===== src/rtl/dds_sweep_ctrl.sv =====
// rtl/dds_sweep_ctrl.sv - DDS frequency-sweep sequencer driving cnt_incr INCR and DAC SCALE
// Optional continuous (looping) sweep mode enabled by defining DDS_SWEEP_CONT_EN.
module dds_sweep_ctrl #(
  parameter int INCR_WL  = 7,
  parameter int DWELL_WL = 16
) (
  input  logic                i_clk,
  input  logic                i_rst,
  input  logic                i_start,
  input  logic                i_stop,
  input  logic [INCR_WL-1:0]  i_f_start,
  input  logic [INCR_WL-1:0]  i_f_stop,
  input  logic [INCR_WL-1:0]  i_f_step,
  input  logic [DWELL_WL-1:0] i_dwell,
  input  logic [1:0]          i_scale_in,
  output logic [INCR_WL-1:0]  o_incr,
  output logic [1:0]          o_scale,
  output logic                o_busy,
  output logic                o_step_stb,
  output logic                o_done
);

  typedef enum logic {S_IDLE, S_DWELL} state_t;

  localparam logic [INCR_WL-1:0]  INCR_ONE  = INCR_WL'(1);
  localparam logic [DWELL_WL-1:0] DWELL_ONE = DWELL_WL'(1);

  state_t               r_state, w_state_nxt;
  logic [INCR_WL-1:0]   r_incr, w_incr_nxt;
  logic [1:0]           r_scale, w_scale_nxt;
  logic                 r_busy, w_busy_nxt;
  logic                 r_step_stb, w_step_stb_nxt;
  logic                 r_done, w_done_nxt;
  logic [DWELL_WL-1:0]  r_cnt, w_cnt_nxt;
  logic [INCR_WL-1:0]   r_f_start_l, w_f_start_l_nxt;
  logic [INCR_WL-1:0]   r_f_stop_l, w_f_stop_l_nxt;
  logic [INCR_WL-1:0]   r_f_step_l, w_f_step_l_nxt;
  logic [DWELL_WL-1:0]  r_dwell_l, w_dwell_l_nxt;

  // One extra bit keeps the step sum from wrapping before the clamp compare.
  logic [INCR_WL:0]     w_sum;
  logic                 w_dwell_end;

  assign w_sum       = {1'b0, r_incr} + {1'b0, r_f_step_l};
  assign w_dwell_end = (r_cnt == (r_dwell_l - DWELL_ONE));

  always_comb begin
    w_state_nxt      = r_state;
    w_incr_nxt       = r_incr;
    w_scale_nxt      = r_scale;
    w_busy_nxt       = r_busy;
    w_step_stb_nxt   = 1'b0;
    w_done_nxt       = 1'b0;
    w_cnt_nxt        = r_cnt;
    w_f_start_l_nxt  = r_f_start_l;
    w_f_stop_l_nxt   = r_f_stop_l;
    w_f_step_l_nxt   = r_f_step_l;
    w_dwell_l_nxt    = r_dwell_l;

    case (r_state)
      S_IDLE: begin
        w_scale_nxt = i_scale_in;
        if (i_start && !i_stop) begin
          w_f_start_l_nxt = i_f_start;
          w_f_stop_l_nxt  = i_f_stop;
          w_f_step_l_nxt  = (i_f_step == '0) ? INCR_ONE : i_f_step;
          w_dwell_l_nxt   = (i_dwell == '0) ? DWELL_ONE : i_dwell;
          w_incr_nxt      = i_f_start;
          w_step_stb_nxt  = 1'b1;
          w_busy_nxt      = 1'b1;
          w_cnt_nxt       = '0;
          w_state_nxt     = S_DWELL;
        end
      end

      S_DWELL: begin
        if (i_stop) begin
          w_state_nxt = S_IDLE;
          w_busy_nxt  = 1'b0;
          w_cnt_nxt   = '0;
        end else if (w_dwell_end) begin
          w_cnt_nxt = '0;
          if (r_incr >= r_f_stop_l) begin
`ifdef DDS_SWEEP_CONT_EN
            w_incr_nxt     = r_f_start_l;
            w_step_stb_nxt = 1'b1;
            w_done_nxt     = 1'b1;
`else
            w_state_nxt = S_IDLE;
            w_busy_nxt  = 1'b0;
            w_done_nxt  = 1'b1;
`endif
          end else begin
            w_incr_nxt     = (w_sum >= {1'b0, r_f_stop_l}) ? r_f_stop_l : w_sum[INCR_WL-1:0];
            w_step_stb_nxt = 1'b1;
          end
        end else begin
          w_cnt_nxt = r_cnt + DWELL_ONE;
        end
      end

      default: begin
        w_state_nxt = S_IDLE;
        w_busy_nxt  = 1'b0;
      end
    endcase
  end

  always_ff @(posedge i_clk or posedge i_rst) begin
    if (i_rst) begin
      r_state     <= S_IDLE;
      r_incr      <= '0;
      r_scale     <= '0;
      r_busy      <= 1'b0;
      r_step_stb  <= 1'b0;
      r_done      <= 1'b0;
      r_cnt       <= '0;
      r_f_start_l <= '0;
      r_f_stop_l  <= '0;
      r_f_step_l  <= INCR_ONE;
      r_dwell_l   <= DWELL_ONE;
    end else begin
      r_state     <= w_state_nxt;
      r_incr      <= w_incr_nxt;
      r_scale     <= w_scale_nxt;
      r_busy      <= w_busy_nxt;
      r_step_stb  <= w_step_stb_nxt;
      r_done      <= w_done_nxt;
      r_cnt       <= w_cnt_nxt;
      r_f_start_l <= w_f_start_l_nxt;
      r_f_stop_l  <= w_f_stop_l_nxt;
      r_f_step_l  <= w_f_step_l_nxt;
      r_dwell_l   <= w_dwell_l_nxt;
    end
  end

  assign o_incr     = r_incr;
  assign o_scale    = r_scale;
  assign o_busy     = r_busy;
  assign o_step_stb = r_step_stb;
  assign o_done     = r_done;

endmodule


===== config.mk =====
export PLATFORM = sky130hd
export DESIGN_NAME = dds_sweep_ctrl
export DESIGN_NICKNAME = d
export VERILOG_FILES = /design/src/rtl/dds_sweep_ctrl.sv
export SDC_FILE = /design/constraint.sdc
export NUM_CORES = 1
export LEC_CHECK = 0
export ABC_AREA = 1
export BUFFER_PORTS_ARGS = -buffer_cell sky130_fd_sc_hd__buf_2
export CAP_MARGIN = 5
export CORE_UTILIZATION = 40
export DETAILED_ROUTE_END_ITERATION = 7
export GPL_ROUTABILITY_DRIVEN = 0
export GPL_TIMING_DRIVEN = 0
export PLACE_DENSITY = 0.68
export RECOVER_POWER = 100
export SLEW_MARGIN = 20
export SYNTH_ARGS = -nofsm -noshare
export SYNTH_HDL_FRONTEND = slang
export SYNTH_SLANG_ARGS = --single-unit

===== constraint.sdc =====
create_clock -name i_clk -period 6.35 [get_ports i_clk]
set_input_delay 0.3175 -clock i_clk [delete_from_list [all_inputs] [get_ports i_clk]]
set_output_delay 0.3175 -clock i_clk [all_outputs]
set_load 0.01 [all_outputs]

==> results.yml, run 1 <==
detailed_routing:
  wirelength_um: 11200
  ant_nets: 0
  wl_per_cell_um: 14.1
  vias: 4002
  drt-initial-drc-count: 319
  vias_per_cell: 5.05
  drc_errors: 0
  dr.pass1.iters: 5
sta:
  rsz0062_at_grt: "no"
  tightest_slew_ns: 2.45
  setup_viol: 0
  finalCritPeriodShare_pct: 51.5
  finalMaxSlewViolations: 45
  slew_headroom_pct: -63.5
  skew_ns: 0.00998
  fin_crit_ns: 3.27
  setup_slack_ns: 3.08
  tns_ns: 0
  fmax_ghz: 0.306
  hold_violations: 0
global_route:
  track_usage_pct: 22.0
  antenna_found_initial: 0
  grt_pass1_wl_um: 19000
  grt_pass1_vias: 3935
  grt_max_degree: 45
  grt_overflow_total: 0
floorplanning:
  die_height_um: 105
  core_area_sq_um: 10300
  initial_core_util_pct: 41.3
  ioPinCount: 55
  rows: 37
  die_width_um: 105
  dieArea_sq_um: 11100
synthesis:
  yosys.area_share.simple_pct: 35.6
  synth_fa_ha_area_share_pct: 7.22
  syn_nets: 651
  ys_async_sr_fraction_pct: 100
  synth_xor_area_share_pct: 6.16
  syn_area_sq_um: 4260
  synth_cell_types: 40
  syn_area_per_cell_sq_um: 7.30
  postSynthCellCount: 584
  synth_top_family_by_area: "simple AND/OR/NAND/NOR gates"
  synth_seq_area_share_pct: 34.7
  synthMuxAreaShare_pct: 0
  synthFlopType: "dfrtp_1"
  synth-compound-area-share_pct: 8.27
  synth-edff-count: 0
  ys_ff_latch: 59
  yosysWarnings: 0
worst_setup_path:
  required_ns: 6.28
  rr_startpoint: "r_f_step_l[0]$_DFFE_PP1P_"
  critPathArrivalTime_ns: 3.20
  worstSetupEndpointType: "async pin"
  regToRegSetupSlack_ns: 3.15
  r2r_cells: 17
  path_max_fanout: 44
  worstReg2RegEnd: "o_incr[5]$_DFFE_PP0P_"
  startpoint_type: "primary input"
  crit_type: "in -> async"
final_layout:
  final_common_cell: "nand2_1"
  antenna_cells: 0
  area_growth_pct: 13.6
  layout_common_cells: "187 x nand2_1, 65 x inv_1, 57 x dfrtp_1"
  utilization_pct: 46.9
  drive_above_1_share_pct: 15.2
  nets: 718
clock_network:
  cts_sinks: 59
  htree_levels: 3
  holdBufCountCts: 1
  cts-root-buf: "clkbuf_8"
  cts-resized-gates: 0
  cts_setup_buffers: 0
  cts_made_buffers: 9
  clk_path_buf_depth: 2
  cts_tree: "done"
  clk_latency_ns: 0.35
  clkSlewWorstSetupHoldPaths_ns: 0.07
status:
  violations: "max-capacitance violations, max-slew violations"
  status: "complete, but fails checks"
worst_hold_path:
  whs_endpoint: "o_scale[0]$_DFFE_PP0N_"
  hold_start: "i_scale_in[0]"
  hold_path_depth: 3
  min_path_type: "in -> reg"
placed_design:
  pre_cts_slack_ns: 3.25
  port_buffers: 54
  place_hpwl_um: 8700
power:
  irDropWorstVdd_mv: 0.252
  power_leakage_nw: 2.49
  power.density_nw_per_um2: 353
job:
  maxCapViolCount: 1
## synth_stat cells (10+ instances only)
| library cell | instances | area (sq um) |
|---|---|---|
| nor2_1 | 32 | 120 |
| nand3_1 | 52 | 260 |
| nor2_2 | 10 | 62.6 |
| ha_1 | 23 | 288 |
| xor2_1 | 21 | 184 |
| dfrtp_1 | 57 | 1430 |
| inv_1 | 66 | 248 |
| a21oi_2 | 10 | 87.6 |
| nand2_1 | 186 | 698 |
| a21oi_1 | 15 | 75.1 |
| o21ai_0 | 23 | 115 |
## metrics by stage
step	cell area [sq um]	power (mW)	cells	hold slack, ns
3_3_place_gp	4700	1.29	774	0.464
6_report	4840	1.71	792	0.180
3_5_place_dp	4730	1.32	775	0.272
2_1_floorplan	4260	1.11	584	0.388
5_1_grt	4840	1.85	792	0.175
4_1_cts	4970	1.73	792	0.160
## layer usage
layer	vias to the layer above	wire, um	track usage (%)
met1	1858	5090	28.0
met4	0	173	6.94
met2	125	5290	37.1
li1	2007	-	-
met3	12	635	4.64
met5	-	0	0
## state kept, by name (all words and copies together) (netlist names)
signal / cells
r_dwell_l: 16
o_incr: 7
r_state: 1
o_busy: 1
o_done: 1
r_f_stop_l: 7
o_step_stb: 1
r_cnt: 16
r_f_step_l: 7
o_scale: 2
## worst max path at each step
| stage | start | end | slack [ns] | cells after the start |
|---|---|---|---|---|
| after floorplan | r_f_step_l[0]$_DFFE_PP1P_ | o_incr[0]$_DFFE_PP0P_ | 3.62 | 17 |
| after global placement | r_f_step_l[0]$_DFFE_PP1P_ | o_incr[5]$_DFFE_PP0P_ | 3.37 | 17 |
| after detailed placement | r_f_step_l[0]$_DFFE_PP1P_ | o_incr[5]$_DFFE_PP0P_ | 3.25 | 17 |
| after CTS | r_f_step_l[0]$_DFFE_PP1P_ | o_incr[2]$_DFFE_PP0P_ | 3.24 | 17 |
| after global routing | i_rst | r_f_stop_l[6]$_DFFE_PP0P_ | 2.51 | 4 |
| final | i_rst | r_dwell_l[1]$_DFFE_PP0P_ | 3.08 | 4 |
## final cells by class
| type | instances | area [sq um] |
|---|---|---|
| clock inverter | 6 | 88.8 |
| timing repair buffer | 56 | 268 |
| inverter | 73 | 275 |
| buffer | 12 | 46.3 |
| multi-input combinational | 440 | 2380 |
| tap | 136 | 170 |
| clock buffer | 10 | 138 |
| sequential | 59 | 1480 |
| fill | 1026 | 5480 |
## where the power goes
part	total (mW)	switching [mW]	internal, mW	leakage, nW
logic	0.805	0.508	0.297	1.63
clock network	0.392	0.161	0.231	0.108
registers	0.512	0.0752	0.436	0.752
## worst max-delay path: stages
cell and delay [ns]:
dlygate4sd3_1 0.53, clkbuf_1 0.10, clkinvlp_2 0.44, clkbuf_1 1.80
## cells by family (layout without fill, tap and decap cells)
family	Yosys count	count (layout)
AO/OA/AOI/OAI	58	58
buffers and inverters	85	157
AND/OR/NAND/NOR	328	328
flip-flops	59	59
adder cells (fa/ha/maj)	24	24
XOR/XNOR	30	30
(Power assumes the default switching activity.)
==> run 2, diff against run 1 <==
==> constraint.sdc (replaced) <==
create_clock -name i_clk -period 3.42 [get_ports i_clk]
set_input_delay 0.171 -clock i_clk [delete_from_list [all_inputs] [get_ports i_clk]]
set_output_delay 0.171 -clock i_clk [all_outputs]
set_load 0.01 [all_outputs]
==> run 2 against run 1 <==
  * The flow still finishes with violations (max-capacitance violations, max-slew violations)
  * Critical path depth up 14
  * Wire length decreased by 0.25%
  * Worst hold slack worse by 0.15 ns
  * Sequential power is 86% higher
  * Register-to-register slack got worse by 2.8 ns
  * Combinational power is 86% higher
  * First-iteration DRC count decreased by 6.9%
  * Largest cell class unchanged
==> results.yml, run 2 (synthesis gave the netlist of run 1 again) <==
status:
  status: "complete, but fails checks"
  violations: "max-capacitance violations, max-slew violations"
sta:
  finalCritPeriodShare_pct: 90.0
  tightest_slew_ns: 2.02
  tns_ns: 0
  rsz0062_at_grt: "no"
  fin_crit_ns: 3.08
  fmax_ghz: 0.325
  skew_ns: 0.00824
  slew_headroom_pct: -34.3
  finalMaxSlewViolations: 45
  setup_viol: 0
  hold_violations: 0
worst_setup_path:
  rr_startpoint: "r_f_step_l[0]$_DFFE_PP1P_"
  required_ns: 3.65
  crit_path_start: "r_f_step_l[0]$_DFFE_PP1P_"
  crit_buf_inv: 5
  cp.depth: 18
  crit_type: "reg -> reg"
  regToRegSetupSlack_ns: 0.34
  cp_cell_sequence: "ha_1, inv_1, fa_1, inv_1, nand4_1, nand3_1, xnor2_1, inv_1, ha_1, inv_1, o2111ai_1, inv_1, nand3_1, nand2_1, nand3_1, nand2_1, nand2_1, nand2_1"
  cp_top_family: "adder cells"
  r2r_cells: 18
  startpoint_type: "register"
  crit_end: "o_incr[6]$_DFFE_PP0P_"
  cp_slowest_stage_delay_ns: 0.55
  worstSetupEndpointType: "register"
  critPathArrivalTime_ns: 3.31
  cp_slowest_cell: "dfstp_2"
  cpMostUsedCell: "inv_1"
  path_max_fanout: 7
  worstReg2RegEnd: "o_incr[6]$_DFFE_PP0P_"
detailed_routing:
  vias: 4001
  dr.pass1.iters: 5
  ant_nets: 0
  vias_per_cell: 5.05
  drc_errors: 0
  wl_per_cell_um: 14.1
  drt-initial-drc-count: 297
  wirelength_um: 11200
power:
  power.density_nw_per_um2: 654
  irDropWorstVdd_mv: 0.460
  power_leakage_nw: 2.50
floorplanning:
  dieArea_sq_um: 11100
  die_height_um: 105
  core_area_sq_um: 10300
  rows: 37
  die_width_um: 105
  initial_core_util_pct: 41.3
  ioPinCount: 55
final_layout:
  layout_common_cells: "187 x nand2_1, 65 x inv_1, 57 x dfrtp_1"
  final_common_cell: "nand2_1"
  nets: 718
  antenna_cells: 0
  area_growth_pct: 13.9
  final_area_sq_um: 4860
  nFillCells: 1027
  stdcell_count: 792
  reg_top3: "r_cnt x16, r_dwell_l x16"
  drive_above_1_share_pct: 15.5
clock_network:
  cts_sinks: 59
  htree_levels: 3
  clk_path_buf_depth: 2
  cts_setup_buffers: 0
  cts_made_buffers: 9
  cts-root-buf: "clkbuf_8"
  clk_latency_ns: 0.34
  cts_tree: "done"
  clkSlewWorstSetupHoldPaths_ns: 0.07
placed_design:
  port_buffers: 54
  place_hpwl_um: 8700
  placedInstanceArea_sq_um: 4730
  dp.cells: 775
global_route:
  grt_pass1_vias: 3935
  grt_max_degree: 45
  grt_overflow_total: 0
  track_usage_pct: 22.0
  grt_pass1_wl_um: 19000
  antenna_found_initial: 0
job:
  maxCapViolCount: 1
worst_hold_path:
  hold_start: "i_scale_in[0]"
  min_path_type: "in -> reg"
[run 2: what timing repair did]
item | in CTS | in global routing
endpoints found under the hold margin | 15 | 0
gates resized for setup | 0 | 1
endpoints found under the setup margin | 0 | 1
hold buffers | 1 | 0
[run 2: how the worst min path moves through the flow]
stage / end / slack (ns) / depth (start not counted)
2_1_floorplan: o_done$_DFF_PP0_ / 0.24 / 1
3_3_place_gp: o_scale[1]$_DFFE_PP0N_ / 0.37 / 3
3_5_place_dp: r_cnt[15]$_DFFE_PP0P_ / 0.13 / 2
4_1_cts: o_scale[1]$_DFFE_PP0N_ / 0.01 / 3
5_1_grt: o_scale[1]$_DFFE_PP0N_ / 0.03 / 3
6_report: o_scale[0]$_DFFE_PP0N_ / 0.03 / 3
[run 2: layout make-up]
cell class              instances  area (sq um)  share of cell area [%]
repair buffers                 56           277                    5.69
multi-input cells             440          2380                    49.1
well taps                     136           170                    3.50
plain buffers                  12          46.3                   0.953
clock buffers                  10           138                    2.83
clock inverters                 6          88.8                    1.83
flip-flops and latches         59          1480                    30.5
inverters                      73           275                    5.67
[run 2: routing by layer]
metal  share of wire (%)  up-vias  GRT usage (%)
met2                  47      123           37.1
li1                    -     2005              -
met3                 5.0       18           4.64
met5                   0        -              0
met1                  46     1855           28.0
met4                 1.9        0           6.94
[run 2: tightest hold or removal path: stages]
cell,delay [ns]
buf_2,0.07
nand2_1,0.05
nand2_1,0.05
[run 2: power by group]
part / switching, mW / total, mW / internal, mW
combinational: 0.942 / 1.50 / 0.556
clock: 0.299 / 0.729 / 0.430
sequential: 0.139 / 0.950 / 0.811
total: 1.38 / 3.18 / 1.80
[run 2: through the flow]
stage	hold slack [ns]	power [mW]	setup slack, ns	util, %
2_1_floorplan	0.242	2.06	0.694	-
3_3_place_gp	0.372	2.39	0.436	45.6
3_5_place_dp	0.125	2.46	0.324	45.9
4_1_cts	0.0134	3.20	0.308	48.2
5_1_grt	0.0280	3.45	0.0187	47.0
6_report	0.0333	3.18	0.342	47.0
==> run 3, diff against run 2 <==
--- a/config.mk
+++ b/config.mk
@@ -8,11 +8,14 @@
 export ABC_AREA = 1
 export BUFFER_PORTS_ARGS = -buffer_cell sky130_fd_sc_hd__buf_2
 export CAP_MARGIN = 5
+export CELL_PAD_IN_SITES_DETAIL_PLACEMENT = 1
+export CELL_PAD_IN_SITES_GLOBAL_PLACEMENT = 1
+export CORE_ASPECT_RATIO = 0.5
 export CORE_UTILIZATION = 40
 export DETAILED_ROUTE_END_ITERATION = 7
 export GPL_ROUTABILITY_DRIVEN = 0
 export GPL_TIMING_DRIVEN = 0
-export PLACE_DENSITY = 0.68
+export PLACE_DENSITY = 0.85
 export RECOVER_POWER = 100
 export SLEW_MARGIN = 20
 export SYNTH_ARGS = -nofsm -noshare
==> run 3 against run 2 <==
  * The flow now finishes without violations
  * Largest power group unchanged
  * Non-clock buffer count did not move
  * Critical endpoint is now o_incr[0]$_DFFE_PP0P_
  * Highest routed layer unchanged
  * First-iteration DRC count fell by 30%
  * Wire length rose by 18%
  * Register-to-register slack got worse by 0.16 ns
==> results.yml, run 3 (synthesis gave the netlist of run 1 again) <==
worst_setup_path:
  worstSetupEndpointType: "register"
  cp_cell_sequence: "ha_1, inv_1, fa_1, inv_1, nand4_1, nand3_1, xnor2_1, inv_1, ha_1, inv_1, o2111ai_1, nor2_2, nand3_1, nand3_1, nand2_1, nand2_1, nand2_1"
  cp_top_family: "simple AND/OR/NAND/NOR gates"
  crit_type: "reg -> reg"
  cp_slowest_stage_delay_ns: 0.54
  startpoint_type: "register"
  regToRegSetupSlack_ns: 0.18
  r2r_cells: 17
  cp_slowest_cell: "dfstp_2"
  crit_buf_inv: 4
  critPathArrivalTime_ns: 3.46
  required_ns: 3.64
  rr_startpoint: "r_f_step_l[0]$_DFFE_PP1P_"
  path_max_fanout: 7
  cpMostUsedCell: "inv_1"
  worstReg2RegEnd: "o_incr[0]$_DFFE_PP0P_"
worst_hold_path:
  hold_start: "i_scale_in[1]"
  hold_path_depth: 3
  whs_endpoint: "o_scale[1]$_DFFE_PP0N_"
  min_path_type: "in -> reg"
detailed_routing:
  drc_errors: 0
  dr.pass1.iters: 4
  ant_nets: 0
  vias: 4105
  vias_per_cell: 5.16
  wl_per_cell_um: 16.5
  drt-initial-drc-count: 208
  wirelength_um: 13200
global_route:
  grt_max_degree: 46
  track_usage_pct: 24.9
  grt_pass1_vias: 4259
  antenna_found_initial: 0
  grt_overflow_total: 0
  grt_pass1_wl_um: 21000
power:
  power.density_nw_per_um2: 708
  combPwrFrac_pct: 45.4
  power.switching_mw: 1.50
  p_sw_share_pct: 42.7
  p_int_mw: 2.01
  fin_total_pwr_mw: 3.51
  p_seq_share_pct: 26.9
  clkPwrFrac_pct: 27.7
  power_leakage_nw: 2.55
  irDropWorstVdd_mv: 0.294
floorplanning:
  die_width_um: 148
  dieArea_sq_um: 11100
  die_height_um: 75.0
  ioPinCount: 55
  initial_core_util_pct: 41.5
  core_area_sq_um: 10300
  rows: 26
final_layout:
  antenna_cells: 0
  multi_input_area_sq_um: 2390
  area_growth_pct: 16.2
  utilization_pct: 48.2
  nets: 718
  nFillCells: 1346
  final_area_sq_um: 4950
  final_common_cell: "nand2_1"
  regArea_sq_um: 1480
  stdcell_count: 796
  reg_top3: "r_cnt x16, r_dwell_l x16"
  layout_common_cells: "188 x nand2_1, 65 x inv_1, 57 x dfrtp_1"
  drive_above_1_share_pct: 15.7
job:
  maxCapViolCount: 0
sta:
  setup_slack_ns: 0.182
  whs_ns: 0.0406
  tightest_slew_ns: 1.19
  hold_violations: 0
  finalCritPeriodShare_pct: 94.7
  slew_headroom_pct: 20.6
  tns_ns: 0
  skew_ns: 0.00558
  setup_viol: 0
  rsz0062_at_grt: "no"
  fmax_ghz: 0.309
  finalMaxSlewViolations: 0
  fin_crit_ns: 3.24
clock_network:
  cts_made_buffers: 9
  htree_levels: 3
  cts-root-buf: "clkbuf_16"
  clk_path_buf_depth: 2
  clkSlewWorstSetupHoldPaths_ns: 0.05
  clk_latency_ns: 0.34
  cts_sinks: 59
  cts_tree: "done"
placed_design:
  dp.cells: 779
  place_hpwl_um: 9770
  pre_cts_slack_ns: 0.184
  placedInstanceArea_sq_um: 4740
  port_buffers: 54
status:
  status: "complete, no violations"
run 3: power by group through the flow:
stage	Combinational [mW]	Clock, mW	Sequential (mW)
floorplan	1.13	0	0.930
detailed placement	1.55	0	0.952
global placement	1.45	0	0.951
finish	1.59	0.972	0.944
global route	1.79	1.00	0.957
CTS	1.60	0.974	0.942
run 3: worst register-to-register path, stage by stage, from the launching register on:
cell,delay (ns)
dfstp_2,0.54
ha_1,0.16
inv_1,0.06
fa_1,0.43
inv_1,0.08
nand4_1,0.10
nand3_1,0.10
xnor2_1,0.19
inv_1,0.08
ha_1,0.31
inv_1,0.07
o2111ai_1,0.19
nor2_2,0.34
nand3_1,0.13
nand3_1,0.11
nand2_1,0.07
nand2_1,0.08
nand2_1,0.07
run 3: worst max path at each step:
stage	end	slack, ns	from	cells past startpoint
6_report	o_incr[0]$_DFFE_PP0P_	0.18	r_f_step_l[0]$_DFFE_PP1P_	17
3_3_place_gp	o_incr[4]$_DFFE_PP0P_	0.33	r_f_step_l[0]$_DFFE_PP1P_	17
3_5_place_dp	o_incr[0]$_DFFE_PP0P_	0.18	r_f_step_l[0]$_DFFE_PP1P_	17
4_1_cts	o_incr[0]$_DFFE_PP0P_	0.15	r_f_step_l[0]$_DFFE_PP1P_	17
5_1_grt	o_incr[0]$_DFFE_PP0P_	0.02	o_incr[2]$_DFFE_PP0P_	15
2_1_floorplan	o_incr[0]$_DFFE_PP0P_	0.69	r_f_step_l[0]$_DFFE_PP1P_	17
run 3: what timing repair did:
item,4_1_cts,5_1_grt
hold buffers,1,0
resized for setup,0,2
hold endpoints to repair,13,0
endpoints found under the setup margin,0,7
setup buffers,0,0
run 3: layer usage:
layer	part of all wire [%]	vias up	GRT usage, %
met4	1.6	0	8.48
li1	-	2005	-
met5	0	-	0
met3	3.3	21	5.33
met2	50	66	45.2
met1	45	2013	30.0
run 3: final cells by class:
type / instances / area share [%]
repair buffers: 56 / 5.43
well taps: 140 / 3.54
flip-flops and latches: 59 / 29.8
inverters: 73 / 5.56
plain buffers: 12 / 1.11
clock buffers: 10 / 4.62
clock inverters: 6 / 1.62
multi-input cells: 440 / 48.3
